`src/rtl/shift_cmd_queue.sv`:
```
// Command queue in front of the 8-bit barrel shifter: valid/ready in, FWFT head out.
// Holds up to DEPTH {data, dir, shamt} commands in arrival order.
module shift_cmd_queue #(
    parameter int unsigned DEPTH = 4
) (
    input  logic                     clk,
    input  logic                     rst,
    input  logic                     flush,
    input  logic                     in_valid,
    output logic                     in_ready,
    input  logic [7:0]               in_data,
    input  logic                     in_dir,
    input  logic [2:0]               in_shamt,
    output logic                     sh_valid,
    input  logic                     sh_ready,
    output logic [7:0]               sh_in,
    output logic                     sh_dir,
    output logic [2:0]               sh_shamt,
    output logic [$clog2(DEPTH):0]   count
);

    localparam int unsigned AW = $clog2(DEPTH);
    localparam int unsigned CW = AW + 1;

    typedef struct packed {
        logic [7:0] data;
        logic       dir;
        logic [2:0] shamt;
    } cmd_t;

    cmd_t          mem_q [DEPTH];
    logic [AW-1:0] wr_ptr_q, wr_ptr_d;
    logic [AW-1:0] rd_ptr_q, rd_ptr_d;
    logic [CW-1:0] count_q, count_d;
    logic          push, pop;
    cmd_t          head;

    assign in_ready = (count_q != CW'(DEPTH)) & ~flush;
    assign sh_valid = (count_q != '0);
    assign push     = in_valid & in_ready;
    assign pop      = sh_valid & sh_ready;
    assign count    = count_q;

    // Head is forced to zero while empty so stale storage never leaks out.
    assign head     = mem_q[rd_ptr_q];
    assign sh_in    = sh_valid ? head.data  : 8'h00;
    assign sh_dir   = sh_valid ? head.dir   : 1'b0;
    assign sh_shamt = sh_valid ? head.shamt : 3'h0;

    always_comb begin
        wr_ptr_d = wr_ptr_q;
        rd_ptr_d = rd_ptr_q;
        count_d  = count_q;
        if (flush) begin
            wr_ptr_d = '0;
            rd_ptr_d = '0;
            count_d  = '0;
        end else begin
            if (push) wr_ptr_d = wr_ptr_q + AW'(1);
            if (pop)  rd_ptr_d = rd_ptr_q + AW'(1);
            case ({push, pop})
                2'b10:   count_d = count_q + CW'(1);
                2'b01:   count_d = count_q - CW'(1);
                default: count_d = count_q;
            endcase
        end
    end

    always_ff @(posedge clk or posedge rst) begin
        if (rst) begin
            wr_ptr_q <= '0;
            rd_ptr_q <= '0;
            count_q  <= '0;
        end else begin
            wr_ptr_q <= wr_ptr_d;
            rd_ptr_q <= rd_ptr_d;
            count_q  <= count_d;
        end
    end

    // Storage has no reset; push is already blocked during flush via in_ready.
    always_ff @(posedge clk) begin
        if (push) mem_q[wr_ptr_q] <= cmd_t'({in_data, in_dir, in_shamt});
    end

endmodule

```
`config.mk`:
```
export PLATFORM = sky130hd
export DESIGN_NAME = shift_cmd_queue
export DESIGN_NICKNAME = d
export VERILOG_FILES = /design/src/rtl/shift_cmd_queue.sv
export SDC_FILE = /design/constraint.sdc
export NUM_CORES = 1
export LEC_CHECK = 0
export ABC_AREA = 1
export CORE_ASPECT_RATIO = 0.9
export CORE_MARGIN = 2
export CORE_UTILIZATION = 35
export CTS_CLUSTER_SIZE = 12
export DETAILED_ROUTE_END_ITERATION = 12
export HOLD_SLACK_MARGIN = 0.08
export PLACE_DENSITY = 0.57
export SKIP_LAST_GASP = 1
export SYNTH_ARGS = -nofsm -noshare
export SYNTH_HDL_FRONTEND = slang
export SYNTH_SLANG_ARGS = --single-unit
```
`constraint.sdc`:
```
create_clock -name clk -period 2.3 [get_ports clk]
set_clock_uncertainty 0.15 [all_clocks]
set_input_delay 0.23 -clock clk [delete_from_list [all_inputs] [get_ports clk]]
set_output_delay 0.23 -clock clk [all_outputs]
set_load 0.01 [all_outputs]
```
==> flow_summary_export.csv <==
group,metric,value,unit
status,outcome,"complete, no violations",
final_layout,fill_cells,659,
floorplan,num_rows,28,
floorplan,core_area,0.00659,mm2
floorplan,die_area,0.00746,mm2
routing,first_pass_iters,4,
grt,antenna_found_initial,0,
routing,final_antenna_net_count,0,
floorplan,start_util,36.1,%
run,maxCapViolCount,0,
clock_tree,cts_tree,"yes",
routing,routed_wl,4750,um
floorplan,die-height,82.1,um
yosys,synth-seq-cells,55,
critical_path,crit_path_end_kind,"primary output",
clock_tree,insertion_delay,0.31,ns
yosys,yosysWarningCount,0,
placement,dp_hpwl,3100,um
grt,grt_pass1_wl,7860,um
min_path,hold_class,"in2reg",
routing,post_drt_wl_per_cell,13.8,um
critical_path,critPathKind,"reg2out",
critical_path,crit_family,"buffers and inverters",
routing,drc_errors,0,
yosys,postSynthAreaPerCell,11.6,um2
routing,vias,1585,
routing,drtIter0Drc,94,
final_layout,final_cells,345,
yosys,synth_compound_area_share,9.59,%
yosys,yosysSeqAreaShare,68.1,%
yosys,synth.net_count,226,
placement,post_dp_cell_area,0.00288,mm2
timing,fin_crit_sh,88.1,%
clock_tree,htree_levels,2,
routing,drt-vias-per-instance,4.59,
final_layout,fin_util,46.5,%
critical_path,crit_chain,"nor2_4 -> nand2_2 -> clkinvlp_4 -> buf_12 -> a21oi_1 -> dlygate4sd2_1",
yosys,synthAdderAreaFrac,2.95,%
final_layout,fin_nets,277,
clock_tree,cts-buffers-inserted,5,
floorplan,io_pins,34,
critical_path,critPathLaunch,"count[1]$_DFFE_PP0P_",
critical_path,r2r_start,"count[2]$_DFFE_PP0P_",
timing,rsz0062_at_grt,"no",
yosys,synth.distinct_cells,26,
grt,grt_pass1_vias,1611,
critical_path,critPathRequiredTime,1.92,ns
yosys,synth_top_flop_cell,"edfxtp_1",
power_and_ir_drop,power.total,2.56,mW
timing,hold_viol_final,0,
final_layout,final_design_area_no_fill,0.00306,mm2
clock_tree,clk_pin_slew,0.09,ns
critical_path,start_kind,"register",
clock_tree,clock_path_buffers,2,
critical_path,max_stage_delay,0.44,ns
clock_tree,cts_root_buf,"clkbuf_8",
final_layout,antenna_cells,0,
clock_tree,cts_sinks,55,
timing,tightest_slew,0.308,ns
yosys,netlist_area,0.00237,mm2
yosys,synthSimpleGateAreaFrac,14.8,%
critical_path,path_max_fanout,4,
power_and_ir_drop,p_leak,1.30,nW
grt,grt_overflow,0,
critical_path,critPathBufInv,3,
placement,gp_congestion,0.780,
critical_path,cp_slowest_cell,"dfrtp_2",
min_path,hold_start,"in_shamt[1]",
timing,setup_violations,0,
final_layout,drive_gt1_share,15.3,%
final_layout,areaGrowthSynthToFinish,28.9,%
yosys,synthCells,204,
power_and_ir_drop,power.density,837,mW/mm2
yosys,synth_top_family_by_area,"simple AND/OR/NAND/NOR gates",
critical_path,cp_data_arrival_time,1.65,ns
timing,relSlewSlack,79.4,%
floorplan,die_w,90.8,um
placement,portBuffers,33,
placement,dpl.cell_count,333,
yosys,synth-edff-count,48,
timing,tns,0,ns
grt,grtUsageTotal,13.9,%
timing,finalMaxSlewViolations,0,
yosys,synth_xor_area_share,0.369,%
grt,grt_start_max_net_pins,26,
yosys,muxShareOfSynthArea,0,%
timing,clock.fmax,494,MHz
yosys,synthArstFlopShare,12.7,%
power_and_ir_drop,ir_drop,0.000291,V
timing,layout_min_cycle_time,2.03,ns
[stage by stage]
stage | hold slack [ns] | worst slack, ns
final | 0.403 | 0.274
after global routing | 0.402 | 0.0764
after CTS | 0.402 | 0.000290
after detailed placement | 0.362 | 0.107
after global placement | 0.342 | 0.179
after floorplan | -0.117 | 0.318
[synth_stat cells (2+ instances only)]
library cell,count,area (um2)
nor2_1,52,195
edfxtp_1,48,1440
o21ai_0,23,115
a21oi_1,14,70.1
inv_1,12,45.0
nand2_1,10,37.5
dfrtp_1,7,175
nand3_1,6,30.0
buf_2,4,20.0
ha_1,4,50.1
nand4_1,3,18.8
o21ai_1,3,15.0
buf_4,2,15.0
clkbuf_1,2,7.51
inv_2,2,7.51
nand2_2,2,12.5
[area by class of cell]
cell class | instances | area, um2 | area share, %
sequential | 55 | 1620 | 52.9
multi-input combinational | 126 | 658 | 21.5
timing repair buffer | 53 | 531 | 17.3
tap | 90 | 113 | 3.68
clock buffer | 5 | 68.8 | 2.25
inverter | 14 | 62.6 | 2.04
clock inverter | 2 | 8.76 | 0.286
[final timing paths]
kind	cells past startpoint	slack, ns	end
min in group asynchronous	3	0.57	rd_ptr_q[1]$_DFFE_PP0P_
max in group asynchronous	3	1.18	count[1]$_DFFE_PP0P_
max	6	0.27	sh_in[5]
max reg2reg	12	0.28	count[2]$_DFFE_PP0P_
min	1	0.40	mem_q[2][1]$_DFFE_PP_
min reg2reg	2	0.43	wr_ptr_q[1]$_DFFE_PP0P_
[logic make-up after synthesis]
family,after synthesis
AOI/OAI and AO/OA,42
and+or+nand+nor,78
DFF,55
xor gates and xnor gates,1
adders and majority gates,5
buffers and inverters,23
[flip-flops by register name, indices dropped and copies added, names as in the netlist]
name,cells
wr_ptr_q,2
rd_ptr_q,2
count,3
mem_q,48
[cells in the final DEF (no fill, tap or decap), types with 6 or more instances in the layout]
cell             count
o21ai_0             23
nand2_1             10
edfxtp_1            48
inv_1               10
nand3_1              6
nor2_1              52
clkdlybuf4s50_1     21
a21oi_1             14
buf_4               17
dlymetal6s2s_1      10
[routing by layer]
metal	track usage, %	vias to the layer above	routed length (um)	share of wire (%)
met5	0	-	0	0
met4	5.00	0	70	1.5
met3	2.63	7	149	3.1
met2	23.6	26	2310	49
met1	18.3	747	2220	47
li1	-	805	-	-
[report_power, final]
| part | switching [mW] | internal (mW) | leakage [nW] | total (mW) |
|---|---|---|---|---|
| Clock | 0.291 | 0.203 | 0.0414 | 0.494 |
| Sequential | 0.0358 | 1.15 | 0.527 | 1.18 |
| Combinational | 0.468 | 0.417 | 0.735 | 0.885 |
| Total | 0.795 | 1.77 | 1.30 | 2.56 |
[what timing repair did]
item,in CTS,in global routing
endpoints found under the setup margin,12,10
buffers inserted,4,0
hold endpoints to repair,7,0
gates resized for setup,7,10
hold buffers,1,0
Power figures use the tool's default switching activity.
